===== config.mk =====
export PLATFORM = sky130hd
export DESIGN_NAME = life_controller
export DESIGN_NICKNAME = d
export VERILOG_FILES = /design/src/rtl/life_controller.sv
export SDC_FILE = /design/constraint.sdc
export NUM_CORES = 2
export LEC_CHECK = 0
export BUFFER_PORTS_ARGS = -buffer_cell sky130_fd_sc_hd__buf_2
export CELL_PAD_IN_SITES_DETAIL_PLACEMENT = 2
export CELL_PAD_IN_SITES_GLOBAL_PLACEMENT = 2
export CORE_ASPECT_RATIO = 1.25
export CORE_UTILIZATION = 36
export DETAILED_ROUTE_END_ITERATION = 6
export PLACE_DENSITY = 0.9
export SKIP_LAST_GASP = 1
export SYNTH_ARGS = -nofsm -noshare
export SYNTH_HDL_FRONTEND = slang
export SYNTH_SLANG_ARGS = --single-unit

===== constraint.sdc =====
create_clock -name clk -period 4.3 [get_ports clk]
set_input_delay 0.86 -clock clk [delete_from_list [all_inputs] [get_ports clk]]
set_output_delay 0.86 -clock clk [all_outputs]
set_load 0.02 [all_outputs]

===== src/rtl/life_controller.sv =====
// Game of Life sequencer: cursor-based pattern editing, paced generation advances
// (freeze strobe), stability detection, generation counting and live-cell population.
module life_controller #(
  parameter int TICK_BASE = 1000000
) (
  input  logic              clk,
  input  logic              rst_n,
  input  logic              btn_start,
  input  logic              btn_pause,
  input  logic              btn_step,
  input  logic              btn_clear,
  input  logic              cur_up,
  input  logic              cur_down,
  input  logic              cur_left,
  input  logic              cur_right,
  input  logic              cur_toggle,
  input  logic [1:0]        speed_sel,
  input  logic [15:0][15:0] cell_status,
  output logic [15:0][15:0] user_grid,
  output logic              game_state,
  output logic              freeze,
  output logic [3:0]        cursor_x,
  output logic [3:0]        cursor_y,
  output logic [1:0]        mode,
  output logic [15:0]       generation,
  output logic [8:0]        population,
  output logic              stable
);

  typedef enum logic [1:0] {EDIT = 2'd0, RUN = 2'd1, EVAL = 2'd2, PAUSE = 2'd3} state_t;

  state_t            state_q, state_d;
  logic              ret_pause_q;
  logic [31:0]       tick_q, period_q, period_sel;
  logic [15:0][15:0] snapshot_q;
  logic              cmd_clear, cmd_pause, cmd_start, cmd_step;
  logic              advance, restart, leave, unchanged;
  logic [3:0]        dx, dy;
  logic [8:0]        pop_c;

  // One command per cycle: clear > pause > start > step.
  assign cmd_clear = btn_clear;
  assign cmd_pause = btn_pause && !btn_clear;
  assign cmd_start = btn_start && !btn_clear && !btn_pause;
  assign cmd_step  = btn_step && !btn_clear && !btn_pause && !btn_start;

  assign period_sel = 32'(TICK_BASE) << (2'd3 - speed_sel);
  assign unchanged  = (cell_status == snapshot_q);
  assign leave      = cmd_clear && (state_q != EDIT);

  // The advance cycle is the only cycle outside EDIT where freeze drops, letting
  // the grid step exactly one generation on the following edge.
  always_comb begin
    advance = 1'b0;
    if (state_q == RUN)
      advance = !cmd_clear && !cmd_pause && (tick_q == period_q - 32'd1);
    else if (state_q == PAUSE)
      advance = cmd_step;
  end

  assign restart = advance || (((state_q == EDIT) || (state_q == PAUSE)) && cmd_start);

  always_ff @(posedge clk or negedge rst_n) begin
    if (!rst_n) state_q <= EDIT;
    else        state_q <= state_d;
  end

  always_comb begin
    state_d = state_q;
    case (state_q)
      EDIT:  if (cmd_start) state_d = RUN;
      RUN: begin
        if (cmd_clear)      state_d = EDIT;
        else if (cmd_pause) state_d = PAUSE;
        else if (advance)   state_d = EVAL;
      end
      EVAL: begin
        if (cmd_clear)                     state_d = EDIT;
        else if (unchanged || ret_pause_q) state_d = PAUSE;
        else                               state_d = RUN;
      end
      PAUSE: begin
        if (cmd_clear)      state_d = EDIT;
        else if (cmd_start) state_d = RUN;
        else if (advance)   state_d = EVAL;
      end
      default: state_d = EDIT;
    endcase
  end

  always_comb begin
    mode       = state_q;
    game_state = (state_q != EDIT);
    freeze     = (state_q != EDIT) && !advance;
  end

  // The EVAL cycle is counted so consecutive advances in RUN are exactly P apart.
  always_ff @(posedge clk or negedge rst_n) begin
    if (!rst_n) begin
      tick_q   <= '0;
      period_q <= '0;
    end else if (leave) begin
      tick_q <= '0;
    end else if (restart) begin
      tick_q   <= '0;
      period_q <= period_sel;
    end else if (((state_q == RUN) && !cmd_pause) || (state_q == EVAL)) begin
      tick_q <= tick_q + 32'd1;
    end
  end

  always_ff @(posedge clk or negedge rst_n) begin
    if (!rst_n) begin
      generation <= '0;
      stable     <= 1'b0;
    end else if (leave || ((state_q == EDIT) && cmd_start)) begin
      generation <= '0;
      stable     <= 1'b0;
    end else begin
      if (advance && (generation != 16'hFFFF)) generation <= generation + 16'd1;
      if (state_q == EVAL) stable <= unchanged;
    end
  end

  always_ff @(posedge clk or negedge rst_n) begin
    if (!rst_n) begin
      snapshot_q  <= '0;
      ret_pause_q <= 1'b0;
    end else if (advance) begin
      snapshot_q  <= cell_status;
      ret_pause_q <= (state_q == PAUSE);
    end
  end

  always_comb begin
    dx = 4'd0;
    dy = 4'd0;
    if (cur_right && !cur_left)      dx = 4'd1;
    else if (cur_left && !cur_right) dx = 4'hF;
    if (cur_down && !cur_up)         dy = 4'd1;
    else if (cur_up && !cur_down)    dy = 4'hF;
  end

  // Toggle addresses the cursor as it was before any move in the same cycle.
  always_ff @(posedge clk or negedge rst_n) begin
    if (!rst_n) begin
      user_grid <= '0;
      cursor_x  <= '0;
      cursor_y  <= '0;
    end else if (state_q == EDIT) begin
      if (cmd_clear) begin
        user_grid <= '0;
      end else begin
        if (cur_toggle) user_grid[cursor_y][cursor_x] <= ~user_grid[cursor_y][cursor_x];
        cursor_x <= cursor_x + dx;
        cursor_y <= cursor_y + dy;
      end
    end
  end

  always_comb begin
    pop_c = '0;
    for (int r = 0; r < 16; r++)
      for (int c = 0; c < 16; c++)
        pop_c = pop_c + {8'd0, cell_status[r][c]};
  end

  always_ff @(posedge clk or negedge rst_n) begin
    if (!rst_n) population <= '0;
    else        population <= pop_c;
  end

endmodule


# == After elaboration in Yosys (flattened, before gate mapping) ==
# Cells that the tools add are included.
# W data, S select, Z words.
# word_totals
register_bits,613
word_cells,393
# op_classes
n_addsub,261
n_lt_le_gt_ge,4
eq_ne,7
shift,1
n_mux,33
bitwise_logic,3
reduce_logical,43
# op_table
operator,n
$add A9 B1 Y9,247
$mux W256,2
$bwmux W256,1
$eq A256 B256 Y1,1
$mux W32,3
$bmux W16 S4,1
$demux W16 S4,1
$mux W16,4
$add A32 B1 Y32 const B,1
$eq A32 B32 Y1,1
$shl A20 B2 Y32 const A,1
$sub A32 B1 Y32 const B,1
$logic_and A1 B1 Y1,20
$add A16 B1 Y16 const B,1
$mux W2,8
$mux W4,4
$ne A16 B16 Y1 const B,1
$lt A4 B5 Y1 const B,2
$add A8 B1 Y9,1
$logic_not A1 Y1,9
$add A4 B4 Y4,2
$add A7 B1 Y8,1
$ge A4 B1 Y1 const B,2
$pmux W2 S4,1
other kinds (19),36

# == Depth between registers and ports, before layout ==
# depth
word_depth,255
ltp_mapped,29

# == Worst setup path after synthesis ==
# No wires, ideal clock.
# synth_timing
path_kind,input to register
from,in cell_status[149] (netlist bit)
to,reg population[8]
arrival_time_ps,7893
required_ps,4236
setup_slack_ps,-3656
path_stages,29
path_cell_list,inv_1 > fa_1 > inv_1 > fa_1 > fa_1 > inv_1 > fa_1 > inv_1 > fa_1 > inv_1 > fa_1 > inv_1 > fa_1 > inv_1 > fa_1 > fa_1 > fa_1 > fa_1 > inv_1 > ha_1 > inv_1 > fa_1 > inv_1 > a21oi_1 > o21bai_1 > a21oi_1 > o21bai_1 > a21o_1 > a21o_1
# synth_between
elab_chain_len,107
# synth_lines
element,line_no,text
start: declaration,18,"input logic [15:0][15:0] cell_status,"
$add A9 B1 Y9 (107 in a row),165,"pop_c = pop_c + {8'd0, cell_status[r][c]};"
named net pop_c[8],39,logic [8:0] pop_c;
end signal: assignment,170,else population <= pop_c;
end: declaration,26,"output logic [8:0] population,"
# The timed path passes the listed nets, and every way through them passes these cells.
# A chain may end at the register's enable or synchronous reset.

# == Worst setup path after layout ==
# layout_timing
from,in cell_status[107] (netlist bit)
to,reg population[8]
# layout_between
elab_chain_len,149
# layout_lines
element,line_no
$add A9 B1 Y9 (149 in a row),165
named net pop_c[8],39
# The timed path passes the listed nets, and every way through them passes these cells.

==> impl.org <==
** Logic synthesis
- Sequential fraction of the synthesis area :: 39.29%
- By area the synthesized netlist is led by sky130_fd_sc_hd__dfrtp_1, sky130_fd_sc_hd__fa_1, sky130_fd_sc_hd__nand2_1.
- Yosys instantiated no cell more often than sky130_fd_sc_hd__nand2_1.
- Dividing the synthesized area by the synthesized cell count gives 9.220 um^2.
- The synthesized design devotes to its leading area cell type 39.29% of total area.
- Number of warnings printed during yosys synthesis :: 0
- In this run the cell area of the synthesized design comes to 37700 um^2.
- Syn Nets :: 4665
- EDFF count, synth :: 0
- Synth cell types :: 74
- Sorting the synthesized cells by how often they occur yields sky130_fd_sc_hd__nand2_1, sky130_fd_sc_hd__dfrtp_1, sky130_fd_sc_hd__inv_1.
- Post-synthesis cell type with the largest combined area :: sky130_fd_sc_hd__dfrtp_1
- Synthesis produced 4089 cells.
- After synthesis, the share of flip-flops with an asynchronous set or reset is 100.0%.
- In the synthesized netlist the dominant register cell turns out to be sky130_fd_sc_hd__dfrtp_1.
- Yosys reg bits :: 592

** Clocking
- CTS Buf Count :: 72
- For the worst-skew pair, the clock arrives at the later sink with an insertion delay of 730 ps.
- Clock tree synthesis found a total of 592 sinks.
- The root buffer cell chosen for the clock tree is sky130_fd_sc_hd__clkbuf_16.
- TritonCTS built the clock tree.
- The clock tree synthesis step divided the H-tree into 3 levels.
- CTS max path bufs :: 3
- After clock tree synthesis, the clock-pin slew on the worst setup and hold paths is 80 ps.

** Floorplanning
- Rows :: 132
- Placeable Area :: 103700 um^2
- Die Height :: 363.8 um
- For this configuration, the core starts out at a cell density of 36.35%.
- From left edge to right edge, the die measures 291.5 um.
- The die covers 106000 um^2.
- Number of ports placed on the die boundary :: 563

** Routing
- In this run the remaining antenna-violating nets after routing total 0.
- In this run, the number of DRC markers left after iteration 0 of detailed routing was 5480.
- In the routed design, unresolved DRC markers number 159.
- Count of TritonRoute iterations in the first routing pass :: 7
- Using the TritonRoute via totals, the vias-per-cell ratio works out to 6.689.
- Count of vias placed by the detailed router :: 42160
- Per-cell routed wire length :: 43.77 um
- Wire length reported by the detailed router :: 275900 um

** Timing
- Fin Hold WS :: 231.4 ps
- Number of max-slew violations in the final report :: 3
- RSZ-0062 raised after global routing :: yes
- For the finished layout, the period the worst path requires is 9594 ps.
- Min setup slack post-route :: -5294 ps
- Transition time of the tightest slew-check pin :: 1800 ps
- Slew margin rel. :: -20.38%
- Fin. Hold Viols :: 0
- Timing would allow up to 104.2 MHz.
- Setup violations remaining at the end of the flow were counted as 14.
- The worst path uses 223.1% of the clock period.
- Between clock sinks in the finished design, the worst skew comes to 46.84 ps.

** Layout
- Of the cells placed in the final design, the portion with a size suffix greater than 1 is 25.12%.
- Fin area :: 47290 um^2
- From synthesis to final layout, the design area changed by 25.43%.
- Fillers :: 10960
- The count of cells in the finished layout, fillers not included, comes to 6303.
- The final layout contains 5443 nets.

** Global routing
- Summed over all layers, the global routing overflow is 0.
- The first global-routing pass estimated 372000 um of wire.
- Initial antenna violation count :: 72
- Largest net degree at the start of global routing :: 251
- Number of global-route vias before repair :: 45760
- Across every metal layer, demand over resource in global routing totals 50.43%.

** Place
- Dpl cells :: 6112
- At the end of routability-driven placement, the weighted congestion stood at 0.9821.
- During placement, the flow inserted port buffers numbering 562.
- Cell area after placement :: 44230 um^2
- DP HPWL :: 165400 um

** Run status
- The run finished, with violations left.
- The checks that failed: design-rule violations, max-capacitance violations, max-slew violations, negative setup slack.

** Worst setup path
- Slowest cell delay on critical path :: 690 ps
- Type of destination of the critical path :: register
- Worst path required time :: 4920 ps
- The worst setup path is of the input port to register kind.
- Data arrives at the worst endpoint at 10210 ps.
- Kind of launch point of the worst setup path :: input port
- The most numerous cell type found on the critical path is sky130_fd_sc_hd__fa_2.
- The slowest stage of the critical path belongs to the cell sky130_fd_sc_hd__fa_2.
- Along the worst path, the maximum fanout reaches 3.

** Min path
- The worst hold path belongs to the class input port to async pin.

** Flow run
- Number of max-cap violations :: 3
==> registers in the layout, indices dropped and copies added, names as in the netlist <==
name and cells:
mode 2, cursor_x 4, snapshot_q 256, ret_pause_q 1
stable 1, cursor_y 4, user_grid 256, tick_q 32
generation 16, population 9, period_q 11
==> final timing paths <==
kind / start / endpoint / slack, ps / cells past startpoint
worst max-delay path: cell_status[107] / population[8] / -5290 / 27
min in group clk: cell_status[253] / snapshot_q[253] / 460 / 3
max in group asynchronous: rst_n / user_grid[148] / 3010 / 2
worst min register to register: snapshot_q[206] / snapshot_q[206] / 490 / 2
worst max register to register: period_q[22] / snapshot_q[112] / -310 / 11
worst min-delay path: rst_n / snapshot_q[107] / 230 / 1
==> stage by stage <==
step           worst slack [ps]  setup TNS (ps)  utilization (%)
3_5_place_dp              -4860          -39440            42.64
3_3_place_gp              -4162          -33980            42.64
6_report                  -5294          -44720            45.59
4_1_cts                   -4227          -34440            45.19
5_1_grt                   -5104          -42760            45.56
2_1_floorplan             -3572          -28470                -
==> per-layer routing <==
metal  vias to the layer above  track usage [%]  routed length, um
li1                      14940                -                  -
met1                     20960            49.10              83100
met2                      4134            76.27             118300
met3                      2046            24.71              37770
met4                        78            51.07              35280
met5                         -            4.110               1374
==> cells in the final DEF (no fill, tap or decap), types with 58 or more instances in the layout <==
| cell type | n |
|---|---|
| sky130_fd_sc_hd__clkbuf_16 | 72 |
| sky130_fd_sc_hd__dfrtp_1 | 585 |
| sky130_fd_sc_hd__inv_1 | 394 |
| sky130_fd_sc_hd__mux4_2 | 58 |
| sky130_fd_sc_hd__xnor2_1 | 165 |
| sky130_fd_sc_hd__a22o_1 | 86 |
| sky130_fd_sc_hd__o21ai_0 | 420 |
| sky130_fd_sc_hd__ha_1 | 58 |
| sky130_fd_sc_hd__nand2_1 | 743 |
| sky130_fd_sc_hd__nor2_1 | 340 |
| sky130_fd_sc_hd__buf_2 | 557 |
| sky130_fd_sc_hd__buf_4 | 356 |
| sky130_fd_sc_hd__fa_1 | 215 |
| sky130_fd_sc_hd__o21ai_1 | 154 |
| sky130_fd_sc_hd__xor2_1 | 128 |
==> final cells by class <==
| type | instances | area, um^2 | area share [%] |
|---|---|---|---|
| multi-input cells | 2828 | 20550 | 43.45 |
| flip-flops and latches | 592 | 14830 | 31.36 |
| repair buffers | 944 | 6013 | 12.72 |
| clock buffers | 103 | 2088 | 4.416 |
| well taps | 1340 | 1677 | 3.545 |
| inverters | 429 | 1662 | 3.514 |
| clock inverters | 29 | 377.9 | 0.7990 |
| diodes | 38 | 95.09 | 0.2011 |
==> cell families after synthesis <==
logic type | after synthesis | share of synthesized area, %
AND/OR/NAND/NOR | 1328 | 14.89
adder cells (fa/ha/maj) | 307 | 15.05
AO/OA/AOI/OAI | 801 | 12.41
flip-flops | 592 | 39.29
multiplexers | 95 | 4.543
buffers and inverters | 669 | 6.919
XOR/XNOR | 297 | 6.899
==> worst max-delay path, delay by kind of cell <==
family | cells | cell delay [ps]
AO/OA/AOI/OAI | 6 | 1060
adder cells (fa/ha/maj) | 12 | 6720
buffers and inverters | 9 | 1510
==> repair_timing <==
action,CTS,global route
pin swaps,26,31
endpoints found under the setup margin,10,17
endpoints found under the hold margin,0,0
hold buffers,0,0
buffers inserted,6,18
resized for setup,46,61
Power is not shown: default switching activity piles up to over one toggle a cycle in this logic, so the estimate is an artifact.
